==> src/rtl/prd_freq_div_amisha_pkg.sv <==
// Shared constants and state encoding for the period-to-frequency divider.
package prd_freq_pkg_amisha;

  localparam int unsigned DEF_DVND   = 1_000_000;
  localparam int unsigned DEF_DVND_W = 20;
  localparam int unsigned DEF_PRD_W  = 10;
  localparam int unsigned DEF_CNT_W  = $clog2(DEF_DVND_W + 1);

  typedef enum logic [1:0] {
    IDLE = 2'd0,
    OP   = 2'd1,
    DONE = 2'd2
  } state_e;

endpackage

==> src/rtl/prd_freq_div_amisha_step.sv <==
// One restoring-division step: shift in the next dividend bit, compare, subtract.
module div_step_amisha #(
  parameter int unsigned PRD_W = 10
) (
  input  logic [PRD_W:0]   rem_in,
  input  logic             bit_in,
  input  logic [PRD_W-1:0] divisor,
  output logic [PRD_W:0]   rem_out,
  output logic             q_bit
);

  // rem_in is always below divisor, so its MSB is zero and this wider shift
  // yields the same result as a PRD_W+1 bit working value.
  logic [PRD_W+1:0] tmp;
  logic [PRD_W+1:0] diff;

  assign tmp     = {rem_in, bit_in};
  assign diff    = tmp - {2'b00, divisor};
  assign q_bit   = (tmp >= {2'b00, divisor});
  assign rem_out = q_bit ? diff[PRD_W:0] : tmp[PRD_W:0];

endmodule

==> src/rtl/prd_freq_div_amisha.sv <==
// Frequency = DVND / period via a bit-serial restoring divider.
// Optional `ROUND_EN: round the final quotient to nearest instead of truncating.
module prd_freq_div_amisha
  import prd_freq_pkg_amisha::*;
#(
  parameter int unsigned DVND   = DEF_DVND,
  parameter int unsigned DVND_W = DEF_DVND_W,
  parameter int unsigned PRD_W  = DEF_PRD_W
) (
  input  logic              clk_amisha,
  input  logic              reset_amisha,
  input  logic              start_amisha,
  input  logic [PRD_W-1:0]  prd_in_amisha,
  output logic              ready_amisha,
  output logic              done_tick_amisha,
  output logic [DVND_W-1:0] freq_amisha,
  output logic              err_amisha
);

  localparam int unsigned       ITER_W    = $clog2(DVND_W + 1);
  localparam logic [DVND_W-1:0] DVND_VAL  = DVND_W'(DVND);
  localparam logic [ITER_W-1:0] ITER_INIT = ITER_W'(DVND_W);

  state_e              state_q, state_d;
  logic [PRD_W-1:0]    divisor_q, divisor_d;
  logic [DVND_W-1:0]   quo_q, quo_d;
  logic [PRD_W:0]      rem_q, rem_d;
  logic [ITER_W-1:0]   cnt_q, cnt_d;
  logic [DVND_W-1:0]   freq_q, freq_d;
  logic                err_q, err_d;

  logic [PRD_W:0]      step_rem;
  logic                step_bit;

  div_step_amisha #(.PRD_W(PRD_W)) u_step (
    .rem_in  (rem_q),
    .bit_in  (quo_q[DVND_W-1]),
    .divisor (divisor_q),
    .rem_out (step_rem),
    .q_bit   (step_bit)
  );

`ifdef ROUND_EN
  logic round_up;
  assign round_up = ({step_rem, 1'b0} >= {2'b00, divisor_q});
`endif

  always_comb begin
    // NOTE: every output of this block gets a default first, so no path can infer a latch.
    state_d   = state_q;
    divisor_d = divisor_q;
    quo_d     = quo_q;
    rem_d     = rem_q;
    cnt_d     = cnt_q;
    freq_d    = freq_q;
    err_d     = err_q;
    case (state_q)
      IDLE: begin
        if (start_amisha) begin
          divisor_d = prd_in_amisha;
          quo_d     = DVND_VAL;
          rem_d     = '0;
          cnt_d     = ITER_INIT;
          if (prd_in_amisha == '0) begin
            state_d = DONE;
            freq_d  = '1;
            err_d   = 1'b1;
          end else begin
            state_d = OP;
          end
        end
      end
      OP: begin
        rem_d = step_rem;
        quo_d = {quo_q[DVND_W-2:0], step_bit};
        cnt_d = cnt_q - 1'b1;
        if (cnt_q == ITER_W'(1)) begin
          state_d = DONE;
          err_d   = 1'b0;
`ifdef ROUND_EN
          freq_d  = quo_d + DVND_W'(round_up);
`else
          freq_d  = quo_d;
`endif
        end
      end
      DONE:    state_d = IDLE;
      default: state_d = IDLE;
    endcase
  end

  // NOTE: sequential state uses non-blocking assignments so all flops update together.
  always_ff @(posedge clk_amisha or posedge reset_amisha) begin
    if (reset_amisha) begin
      state_q   <= IDLE;
      divisor_q <= '0;
      quo_q     <= '0;
      rem_q     <= '0;
      cnt_q     <= '0;
      freq_q    <= '0;
      err_q     <= 1'b0;
    end else begin
      state_q   <= state_d;
      divisor_q <= divisor_d;
      quo_q     <= quo_d;
      rem_q     <= rem_d;
      cnt_q     <= cnt_d;
      freq_q    <= freq_d;
      err_q     <= err_d;
    end
  end

  assign ready_amisha     = (state_q == IDLE);
  assign done_tick_amisha = (state_q == DONE);
  assign freq_amisha      = freq_q;
  assign err_amisha       = err_q;

endmodule

==> config.mk <==
export PLATFORM = sky130hd
export DESIGN_NAME = prd_freq_div_amisha
export DESIGN_NICKNAME = d
export VERILOG_FILES = /design/src/rtl/prd_freq_div_amisha_pkg.sv /design/src/rtl/prd_freq_div_amisha_step.sv /design/src/rtl/prd_freq_div_amisha.sv
export SDC_FILE = /design/constraint.sdc
export NUM_CORES = 1
export LEC_CHECK = 0
export CAP_MARGIN = 10
export CORE_ASPECT_RATIO = 1.4
export CORE_UTILIZATION = 51
export DETAILED_ROUTE_END_ITERATION = 10
export PLACE_DENSITY = 0.76
export REMOVE_ABC_BUFFERS = 1
export SLEW_MARGIN = 20
export SYNTH_ARGS = -nofsm -noshare
export SYNTH_HDL_FRONTEND = slang
export SYNTH_SLANG_ARGS = --single-unit
==> constraint.sdc <==
create_clock -name clk_amisha -period 2.2 [get_ports clk_amisha]
set_input_delay 0.22 -clock clk_amisha [delete_from_list [all_inputs] [get_ports clk_amisha]]
set_output_delay 0.22 -clock clk_amisha [all_outputs]
set_load 0.02 [all_outputs]
==> flow_summary.yaml, run 1 <==
cells_and_area:
  final_layout_size_suffix_gt1_share_pct: 18.34
  fillers: 497
  fin_cells: 481
  fin_util_pct: 67.13
  nNetsFinal: 430
  syn2layout_area_growth_pct: 25.80
  diodes: 0
synthesis:
  synth_top_family_by_area: "compound AO/OA/AOI/OAI gates"
  synth-xor-area-share_pct: 2.100
  synthAdderAreaFrac_pct: 5.099
  syn_inst: 350
  synth_compound_area_share_pct: 18.11
  ys_seq_elements: 69
  yosys-mux-area-fraction_pct: 0.5999
  synthDistinctLibCells: 44
  yosys.area_share.simple_pct: 17.81
  synth_enable_flop_cells: 0
  synth_async_sr_flop_share_pct: 100.0
  ys_warn_count: 0
  synthTopCellsByCount: "69 x dfrtp_1, 60 x nor2_1, 47 x nand2_1, 28 x o21ai_0, 20 x a21oi_2"
  synth_top_area_cell: "dfrtp_1"
  synth.most_common_cell: "dfrtp_1"
  ys_seq_area_share_pct: 51.74
  synth_top_area_share_pct: 51.74
  syn_area_um2: 3337
  synth_area_leaders: "dfrtp_1 52%, nor2_1 6.7%, nand2_1 5.3%"
  synthFlopType: "dfrtp_1"
  syn_avg_cell_area_um2: 9.534
placement:
  place_hpwl_um: 4750
  dp_cells: 462
  portBuffers: 35
  preCtsSetupSlack_ns: -0.1897
  place.gp.congestion: 0.8261
setup_path:
  cp_top_family: "compound AO/OA/AOI/OAI gates"
  path_buf_inv: 1
  endpoint_kind: "flip-flop"
  cp.required_ns: 2.43
  crit_fanout: 4
  path_class: "flip-flop to flip-flop"
  crit_arrival_ns: 2.36
  startpoint_type: "flip-flop"
  worstPathCellList: "ha_1 > a211oi_2 > nand2b_1 > a211oi_4 > buf_6 > nor3_1 > a221o_1"
  crit_path_max_incr_delay_ns: 0.41
  critical_path.slowest_cell: "dfrtp_1"
timing:
  rsz0062_at_grt: "true"
  fmax_mhz: 468.6
  hold_viol: 0
  slew_headroom_pct: 44.60
  tightestPinTransition_ns: 0.8279
  fin_crit_sh_pct: 96.99
  post-route-min-period_ns: 2.134
  finalWorstSetupSlack_ns: 0.06617
  final-setup-viol-count: 0
  clock_skew_ns: 0.01343
  whs_ns: 0.1914
  maxSlewViolCount: 0
floorplan:
  die-area_um2: 6875
  initial_core_util_pct: 53.36
  die_y_um: 97.71
  ios: 36
  std_cell_rows: 34
  core_um2: 6254
  die_w_um: 70.37
grt:
  grt_max_degree: 43
  antenna_found_initial: 0
  grt_pass1_wl_um: 11630
  grt_util_all_layers_pct: 21.96
  globalRouteOverflowTotal: 0
  first_global_vias: 2485
run_status:
  status: "complete, no violations"
route:
  drtIter0Drc: 178
  drtAntennaViolNets: 0
  vias: 2669
  wire_per_inst_um: 15.28
  viasPerCell: 5.549
  drc: 0
  routed_wl_um: 7352
  first_pass_iters: 4
power_and_ir_drop:
  pwr_density_cell_nw_per_um2: 1814
  vdd_drop_max_uv: 1169
  p_total_w: 0.007616
  p_leak_nw: 1.785
clock_network:
  htree_levels: 3
  worstSkewPairLatency_ns: 0.35
  hold_buffers: 0
  cts_sinks: 69
  root_buffer: "clkbuf_8"
  cts_tree: "built"
  path_clk_slew_ns: 0.07
  cts_made_buffers: 9
  clockBufferDepth: 2
worst_hold_path:
  hold_path.class: "input port to asynchronous set/reset pin"
run:
  maxCapViolCount: 0
==> metal layers <==
metal / track usage [%] / vias to the layer above / wire, um
met5: 0 / - / 0
met4: 10.92 / 0 / 200
met3: 4.253 / 19 / 250
met2: 36.12 / 64 / 3862
met1: 27.42 / 1291 / 3038
li1: - / 1295 / -
==> placed cells by master, fill, tap and decap left out, types with 3 or more instances in the layout <==
cell type / instances
clkbuf_8: 10
ha_4: 5
inv_1: 14
nor2_1: 60
clkdlybuf4s50_1: 35
a21oi_2: 20
a21oi_1: 11
or4_1: 3
nand3_1: 9
ha_1: 7
nand2_1: 47
nor3_1: 4
nor2b_1: 3
a21o_1: 5
xnor2_1: 6
a22oi_1: 3
dfrtp_1: 69
o21ai_0: 26
buf_4: 21
==> path summary, 6_finish.rpt <==
| kind | endpoint | slack [ns] | depth (start not counted) | from |
|---|---|---|---|---|
| max in group asynchronous | rem_q[4] | 1.29 | 3 | reset_amisha |
| worst min register to register | rem_q[10] | 0.49 | 2 | rem_q[10] |
| min in group clk_amisha | divisor_q[4] | 0.45 | 3 | prd_in_amisha[4] |
| worst max register to register | rem_q[2] | 0.07 | 7 | rem_q[8] |
| worst min-delay path | freq_amisha[17] | 0.19 | 2 | reset_amisha |
| worst max-delay path | rem_q[2] | 0.07 | 7 | rem_q[8] |
==> layout make-up <==
| cell class | count | area (um2) | area share [%] |
|---|---|---|---|
| flip-flops and latches | 69 | 1727 | 41.13 |
| multi-input cells | 248 | 1558 | 37.11 |
| repair buffers | 60 | 570.5 | 13.59 |
| clock buffers | 12 | 145.1 | 3.458 |
| well taps | 72 | 90.09 | 2.146 |
| inverters | 16 | 60.06 | 1.431 |
| clock inverters | 4 | 47.55 | 1.133 |
==> stage by stage <==
stage	instance area [um2]	setup TNS (ns)
after floorplan	3246	-1.531
after global placement	3876	-1.817
after detailed placement	3876	-3.690
after CTS	4094	0
after global routing	4198	-0.2648
final	4198	0
==> report_power, final <==
| group | total, W | switching (W) | internal (W) | leakage [nW] |
|---|---|---|---|---|
| logic | 0.00430 | 0.00227 | 0.00203 | 0.905 |
| clock network | 0.00102 | 0.000468 | 0.000551 | 0.0964 |
| registers | 0.00230 | 0.000404 | 0.00189 | 0.783 |
| total | 0.00762 | 0.00314 | 0.00448 | 1.79 |
==> logic make-up after synthesis <==
kind of cell               count (synthesis)
muxes                                      2
DFF                                       69
and+or+nand+nor                          138
adders and majority gates                 13
buffers and inverters                     33
xor gates and xnor gates                   8
AOI/OAI and AO/OA                         87
==> sequential cells by signal, summed over array words and instances, names as in the netlist <==
signal       cells
freq_amisha     20
quo_q           20
rem_q           11
divisor_q       10
cnt_q            5
state_q          2
err_amisha       1
==> repair_timing <==
item	CTS	global route
pin swaps	1	2
gates resized for setup	3	17
cloned	0	0
endpoints found under the setup margin	9	12
buffers inserted	2	1
Power figures use the tool's default switching activity.
==> run 2, diff against run 1 <==
--- a/config.mk
+++ b/config.mk
@@ -6,7 +6,7 @@
 export NUM_CORES = 1
 export LEC_CHECK = 0
 export CAP_MARGIN = 10
-export CORE_ASPECT_RATIO = 1.4
+export CORE_ASPECT_RATIO = 1.2
 export CORE_UTILIZATION = 51
 export DETAILED_ROUTE_END_ITERATION = 10
 export PLACE_DENSITY = 0.76
==> flow_summary.yaml, run 2 (same netlist as run 1, synthesis figures left out) <==
run_status:
  status: "complete, no violations"
timing:
  rsz0062_at_grt: "true"
  tightestPinTransition_ns: 0.4061
  fmax_mhz: 455.3
  slew_headroom_pct: 72.76
  fin_crit_sh_pct: 99.85
  whs_ns: 0.1772
  clock_skew_ns: 0.01006
  maxSlewViolCount: 0
  post-route-min-period_ns: 2.197
  hold_viol: 0
  final-setup-viol-count: 0
route:
  vias: 2675
  routed_wl_um: 7241
  viasPerCell: 5.404
  first_pass_iters: 5
  dr_wl_met2_um: 3776
  drc: 0
  wl_met3_um: 220
  routed.top_layer: "met4"
  met1_length_um: 3026
  drtIter0Drc: 191
  wire_per_inst_um: 14.63
  drtAntennaViolNets: 0
clock_network:
  worstSkewPairLatency_ns: 0.35
  cts_tree: "built"
  hold_buffers: 0
  cts_made_buffers: 9
  path_clk_slew_ns: 0.07
  cts_sinks: 69
  root_buffer: "clkbuf_8"
  htree_levels: 3
  clockBufferDepth: 2
power_and_ir_drop:
  vdd_drop_max_uv: 1279
  pwr_density_cell_nw_per_um2: 1789
  p_leak_nw: 1.801
floorplan:
  die-area_um2: 6872
  die_w_um: 75.84
  core_um2: 6167
  std_cell_rows: 31
  ios: 36
  die_y_um: 90.61
  initial_core_util_pct: 54.11
setup_path:
  worst-r2r-setup-slack_ns: 0.003
  crit_start: "divisor_q[0]"
  timing.rr.start: "divisor_q[0]"
  cp.required_ns: 2.42
  endpoint_kind: "flip-flop"
  ff2ff_path_depth: 10
  path_class: "flip-flop to flip-flop"
  critPathCapture: "rem_q[7]"
  crit_fanout: 6
  crit_arrival_ns: 2.42
  startpoint_type: "flip-flop"
  reg2reg_to: "rem_q[7]"
cells_and_area:
  layout_common_cells: "69 x dfrtp_1, 60 x nor2_1, 47 x nand2_1"
  fin_util_pct: 67.88
  final_layout_size_suffix_gt1_share_pct: 19.37
  nNetsFinal: 435
  diodes: 0
  final_common_cell: "dfrtp_1"
  syn2layout_area_growth_pct: 25.46
run:
  maxCapViolCount: 0
grt:
  antenna_found_initial: 0
  globalRouteOverflowTotal: 0
  first_global_vias: 2623
  grt_util_all_layers_pct: 23.67
  grt_max_degree: 53
  grt_pass1_wl_um: 12140
placement:
  place.gp.congestion: 0.9074
  place_hpwl_um: 5015
  portBuffers: 35
worst_hold_path:
  hold_path.class: "input port to asynchronous set/reset pin"
run 2: changes by cell type in the layout (fill, tap and decap cells not counted), sizes merged:
| cell | delta |
|---|---|
| clkbuf | -2 |
| buf | +5 |
| clkinv | +1 |
run 2: worst min-delay path by stage:
stage	from	endpoint	depth (start not counted)
6_report	reset_amisha	divisor_q[0]	2
5_1_grt	reset_amisha	freq_amisha[5]	2
4_1_cts	reset_amisha	state_q[0]	2
3_5_place_dp	rem_q[10]	rem_q[10]	2
3_3_place_gp	cnt_q[4]	cnt_q[4]	1
2_1_floorplan	prd_in_amisha[0]	divisor_q[0]	2
run 2: repair_timing:
item / 4_1_cts / 5_1_grt
setup buffers: 2 / 1
endpoints found under the setup margin: 7 / 13
gates resized for setup: 0 / 16
pin swaps: 1 / 7
run 2: power by group:
| group | internal [W] | switching (W) | total, W |
|---|---|---|---|
| sequential | 0.00189 | 0.000406 | 0.00230 |
| combinational | 0.00195 | 0.00225 | 0.00420 |
| clock | 0.000511 | 0.000480 | 0.000991 |
| total | 0.00436 | 0.00313 | 0.00749 |
run 2: area by class of cell:
type / instances / area, um2
Clock buffer: 10 / 127.6
Clock inverter: 5 / 52.55
Fill cell: 506 / 1981
Inverter: 16 / 60.06
Multi-Input combinational cell: 248 / 1513
Sequential cell: 69 / 1727
Tap cell: 82 / 102.6
Timing Repair Buffer: 65 / 604.3
run 2: critical path: stages (launching register included):
cell	delay, ns
dfrtp_1	0.43
ha_4	0.19
inv_2	0.06
fa_2	0.23
nand3_2	0.10
a311oi_2	0.30
a211oi_2	0.09
and2_1	0.20
buf_6	0.14
a22oi_1	0.20
o31ai_1	0.12
run 2: routing by layer:
| metal | GRT usage, % | vias up |
|---|---|---|
| li1 | - | 1312 |
| met1 | 29.79 | 1288 |
| met2 | 38.20 | 56 |
| met3 | 3.571 | 19 |
| met4 | 12.50 | 0 |
| met5 | 0 | - |
run 2: stage by stage:
| stage | instances | cell area [um2] | setup slack [ns] | TNS [ns] | power [W] |
|---|---|---|---|---|---|
| floorplan | 333 | 3246 | -0.1027 | -1.531 | 0.004837 |
| global placement | 477 | 3926 | -0.1317 | -2.565 | 0.006058 |
| detailed placement | 477 | 3926 | -0.1950 | -3.807 | 0.006214 |
| CTS | 494 | 4121 | 0.002706 | 0 | 0.007255 |
| global route | 495 | 4187 | -0.1119 | -0.8227 | 0.008107 |
| finish | 495 | 4187 | 0.003402 | 0 | 0.007489 |
==> run 3, diff against run 2 <==
--- a/config.mk
+++ b/config.mk
@@ -5,13 +5,15 @@
 export SDC_FILE = /design/constraint.sdc
 export NUM_CORES = 1
 export LEC_CHECK = 0
+export ABC_AREA = 1
 export CAP_MARGIN = 10
 export CORE_ASPECT_RATIO = 1.2
 export CORE_UTILIZATION = 51
 export DETAILED_ROUTE_END_ITERATION = 10
-export PLACE_DENSITY = 0.76
+export PLACE_DENSITY = 0.75
 export REMOVE_ABC_BUFFERS = 1
 export SLEW_MARGIN = 20
 export SYNTH_ARGS = -nofsm -noshare
 export SYNTH_HDL_FRONTEND = slang
+export SYNTH_HIERARCHICAL = 1
 export SYNTH_SLANG_ARGS = --single-unit
==> flow_summary.yaml, run 3 <==
setup_path:
  timing.rr.start: "quo_q[19]"
  startpoint_type: "flip-flop"
  crit_fanout: 8
  crit_start: "quo_q[19]"
  cp.required_ns: 2.43
  endpoint_kind: "flip-flop"
  path_class: "flip-flop to flip-flop"
  crit_arrival_ns: 2.32
route:
  drtIter0Drc: 199
  routed_wl_um: 8164
  viasPerCell: 5.364
  first_pass_iters: 6
  drtAntennaViolNets: 0
  drc: 0
  vias: 3068
  wire_per_inst_um: 14.27
cells_and_area:
  final_common_cell: "nand2_1"
  multi_input_area_um2: 1730
  layout_common_cells: "117 x nand2_1, 69 x dfrtp_1, 59 x inv_1"
  nNetsFinal: 506
  final_layout_size_suffix_gt1_share_pct: 14.85
  seq_area_um2: 1727
  syn2layout_area_growth_pct: 18.89
  fillers: 576
  fin_util_pct: 64.10
  diodes: 0
timing:
  fin_crit_sh_pct: 95.08
  maxSlewViolCount: 0
  fmax_mhz: 478.1
  tightestPinTransition_ns: 0.6434
  final-setup-viol-count: 0
  tns_ns: 0
  post-route-min-period_ns: 2.092
  slew_headroom_pct: 57.01
  hold_viol: 0
  finalWorstSetupSlack_ns: 0.1083
  rsz0062_at_grt: "false"
  clock_skew_ns: 0.006848
synthesis:
  syn_area_um2: 3762
  synth.most_common_cell: "nand2_1"
  synth_enable_flop_cells: 0
  syn_inst: 438
  synth_area_leaders: "dfrtp_1 46%, nand2_1 12%, inv_1 6.1%"
  syn_avg_cell_area_um2: 8.590
  ys_warn_count: 6
  synthFlopType: "dfrtp_1"
  ys_seq_area_share_pct: 45.89
  synth_top_area_share_pct: 45.89
  ys_seq_elements: 69
  synthTopCellsByCount: "118 x nand2_1, 69 x dfrtp_1, 61 x inv_1, 36 x nand3_1, 34 x nor2_1"
  synth_async_sr_flop_share_pct: 100.0
  synth_top_area_cell: "dfrtp_1"
  synthDistinctLibCells: 35
power_and_ir_drop:
  vdd_drop_max_uv: 1075
  p_seq_share_pct: 27.2
  swShare_pct: 45.59
  power.internal_w: 0.004425
  p_leak_nw: 2.253
  power_frac_clock_pct: 14.1
  pwr_density_cell_nw_per_um2: 1818
  combPwrFrac_pct: 58.7
  p_switching_w: 0.003708
clock_network:
  cts_tree: "built"
  cts_sinks: 69
  clockBufferDepth: 2
  worstSkewPairLatency_ns: 0.34
  cts_made_buffers: 9
  root_buffer: "clkbuf_8"
  path_clk_slew_ns: 0.07
  htree_levels: 3
placement:
  preCtsSetupSlack_ns: 0.04876
  portBuffers: 35
  place_hpwl_um: 5621
  place.gp.congestion: 0.8081
floorplan:
  initial_core_util_pct: 53.92
  die_w_um: 80.41
  std_cell_rows: 33
  ios: 36
  die-area_um2: 7726
  die_y_um: 96.09
  core_um2: 6978
grt:
  antenna_found_initial: 0
  grt_util_all_layers_pct: 22.87
  globalRouteOverflowTotal: 0
  grt_pass1_wl_um: 13400
  grt_max_degree: 25
  first_global_vias: 2986
run:
  maxCapViolCount: 0
run_status:
  status: "complete, no violations"
worst_hold_path:
  hold_path.class: "input port to asynchronous set/reset pin"
[run 3: kinds of logic (layout without fill, tap and decap cells)]
group	Yosys count	in the layout	share of synthesized area, %
buffers and inverters	79	124	9.311
DFF	69	69	45.89
muxes	10	10	3.691
xor gates and xnor gates	4	4	0.9313
AOI/OAI and AO/OA	42	42	7.849
and+or+nand+nor	221	223	27.80
adders and majority gates	13	13	4.523
[run 3: metrics by stage]
step	cell area [um2]	hold WS (ns)	power (W)	instances
2_1_floorplan	3652	0.3685	0.005492	423
3_3_place_gp	4197	0.4553	0.006702	553
3_5_place_dp	4197	0.4618	0.006836	553
4_1_cts	4420	0.2599	0.008031	569
5_1_grt	4473	0.2796	0.008768	572
6_report	4473	0.2451	0.008133	572
[run 3: path summary, 6_finish.rpt]
check / endpoint / slack, ns / depth (start not counted)
worst max-delay path: rem_q[2] / 0.11 / 10
worst min-delay path: divisor_q[7] / 0.25 / 2
worst max register to register: rem_q[2] / 0.11 / 10
worst min register to register: freq_amisha[19] / 0.47 / 2
max in group asynchronous: freq_amisha[7] / 1.38 / 3
min in group clk_amisha: freq_amisha[19] / 0.47 / 2
[run 3: cell type report]
cell class | count | share of cell area, %
Clock buffer | 10 | 3.077
Clock inverter | 6 | 1.930
Inverter | 64 | 5.371
Multi-Input combinational cell | 292 | 38.69
Sequential cell | 69 | 38.60
Tap cell | 87 | 2.434
Timing Repair Buffer | 44 | 9.902
[run 3: layer usage]
layer	up-vias	wire length (um)	track usage, %
met5	-	0	0
met4	0	138	8.333
met3	15	380	4.265
met2	78	4260	40.68
met1	1483	3383	27.45
li1	1492	-	-
[run 3: timing repair]
action | 4_1_cts | 5_1_grt
endpoints found under the setup margin | 0 | 13
buffers inserted | 0 | 1
hold buffers | 0 | 0
gates resized for setup | 0 | 6
[run 3: power groups by stage]
stage | logic [W] | clock network (W) | registers, W
2_1_floorplan | 0.00309 | 0 | 0.00240
5_1_grt | 0.00529 | 0.00121 | 0.00227
3_3_place_gp | 0.00450 | 0 | 0.00220
3_5_place_dp | 0.00461 | 0 | 0.00223
6_report | 0.00478 | 0.00115 | 0.00221
4_1_cts | 0.00465 | 0.00117 | 0.00221
[run 3: worst max-delay path, stage by stage, from the launching register on]
cell and delay [ns]:
dfrtp_1 0.37, inv_1 0.07, ha_1 0.23, fa_2 0.37, inv_2 0.06, nand3_1 0.08, nand2_2 0.14, nand3_4 0.16
nand4_4 0.22, o21ai_2 0.07, a22o_1 0.20
==> edit, RTL diff (flow settings as in run 1) <==
Build with the macro `ROUND_EN` defined.
--- a/src/rtl/prd_freq_div_amisha.sv
+++ b/src/rtl/prd_freq_div_amisha.sv
@@ -2,2 +2,4 @@
 // Optional `ROUND_EN: round the final quotient to nearest instead of truncating.
+`define ROUND_EN
+
 module prd_freq_div_amisha
Formal check against the unedited RTL: same outputs for any inputs over 10 cycles, from zero or initial values and one cycle with reset_amisha high; that may be too few to reach the edited logic, so the function may still have changed.
==> edit against run 1 <==
  * Largest cell class is now multi-input combinational cells
  * Sequential cell count unchanged
  * Wire length grew 78%
  * The run now ends with setup timing left
  * Cell area grew 35%
  * Worst setup slack worse by 2.6 ns
  * Critical path depth grew 16
  * Area after synthesis is 17% higher
Power is left out: the tool's default activity adds up to more than one toggle a clock period on the data nets, which glitch-free logic cannot reach.
==> edit: results (changes against run 1) <==
MAXIMUM_NUMBER_OF_PINS_ON_ONE_NET_BEFORE_GLOBAL_ROUTE_REPAIR=50  # +16%
POSTSYNTH.ASYNCRESETSHARE=1.00  # unchanged
DP_SLACK_NS=-2.57  # -2.38 ns
SYNTH.AREA.TOP_CELLS='sky130_fd_sc_hd__dfrtp_1 44%, sky130_fd_sc_hd__ha_1 7.4%, sky130_fd_sc_hd__nand2_1 5.3%'
NNETSFINAL=600  # +40%
INITIAL_DRC_COUNT=472  # +170%
DETAILED_PLACE_HPWL_UM=6990  # +47%
CP-ENDPOINT='freq_amisha[16]'
CP.ARRIVAL_NS=5.02  # +2.66 ns
POST_SYNTH_NUM_CELL_TYPES=48  # +9.1%
POST-ROUTE-WORST-SETUP-SLACK_NS=-2.53  # -2.60 ns
VIOLATIONS='setup timing'
DRIVE_GT1_FRAC=0.322  # +0.139
SETUP-VIOLATIONS-FINAL=32  # +32
FIRST_GLOBAL_VIAS=3841  # +55%
OUTCOME='finished, violations left'
GRT.TOTAL_USAGE=0.294  # +0.0748
FF2FF_PATH_DEPTH=23  # +16
WORST_SLEW_MARGIN_REL=0.601  # +0.155
CP_MAX_FO=5  # +1
TIMING.RR.END='freq_amisha[16]'
YS_SEQ_AREA_FRAC=0.443  # -0.0747
SYNTH_COMMON_CELLS='69 x sky130_fd_sc_hd__dfrtp_1, 55 x sky130_fd_sc_hd__nand2_1, 44 x sky130_fd_sc_hd__nor2_1, 33 x sky130_fd_sc_hd__o21ai_0, 29 x sky130_fd_sc_hd__a21oi_1'
CRITPATHLAUNCH='quo_q[19]'
DRT-TOTAL-WL_UM=13100  # +78%
FINAL_CLOCK_SKEW_NS=0.00755  # -0.00587 ns
VIAS_PER_CELL=6.02  # +8.5%
GLOBALPLACE.CONGESTION=0.977  # +18%
DETAIL_ROUTE.FIRST_PASS.ITERATIONS=7  # +3
POST-CTS-SETUP-BUFFERS=11  # +9
-- edit: area by class of cell --
type                       instances  area (um2)  area share
multi-input combinational        321        2320       0.409
sequential                        69        1730       0.305
timing repair buffer             141        1230       0.218
clock buffer                      10         138      0.0243
tap                               97         121      0.0214
inverter                          21        78.8      0.0139
clock inverter                     6        45.0     0.00796
-- edit: metal layers --
layer  vias up  GRT usage  part of all wire
li1       1780          -                 -
met1      1924      0.307              0.36
met2       235      0.540              0.53
met3        66     0.0597             0.061
met4         0      0.177             0.054
met5         -          0                 0
-- edit: cells by family after synthesis --
| kind of cell | synth area share |
|---|---|
| and+or+nand+nor | 0.193 |
| AOI/OAI and AO/OA | 0.170 |
| DFF | 0.443 |
| buffers and inverters | 0.0436 |
| adders and majority gates | 0.0789 |
| xor gates and xnor gates | 0.0517 |
| muxes | 0.0202 |
-- edit: critical path: cells and delay by family, from the launching register on --
kind	cells	cell delay, ns
AO/OA/AOI/OAI	9	1.51
adder cells (fa/ha/maj)	5	1.19
AND/OR/NAND/NOR	5	0.83
flip-flops	1	0.41
multiplexers	1	0.31
buffers and inverters	2	0.24
XOR/XNOR	1	0.17
-- edit: metrics by stage --
stage | area [um2] | setup TNS (ns) | util | hold slack, ns | std cells
after floorplan | 3810 | -52.55 | - | 0.325 | 411
after global placement | 4850 | -48.59 | 0.659 | 0.461 | 617
after detailed placement | 4850 | -52.11 | 0.659 | 0.469 | 617
after CTS | 5310 | -45.23 | 0.721 | 0.220 | 642
after global routing | 5660 | -57.69 | 0.769 | 0.257 | 665
final | 5660 | -55.01 | 0.769 | 0.212 | 665
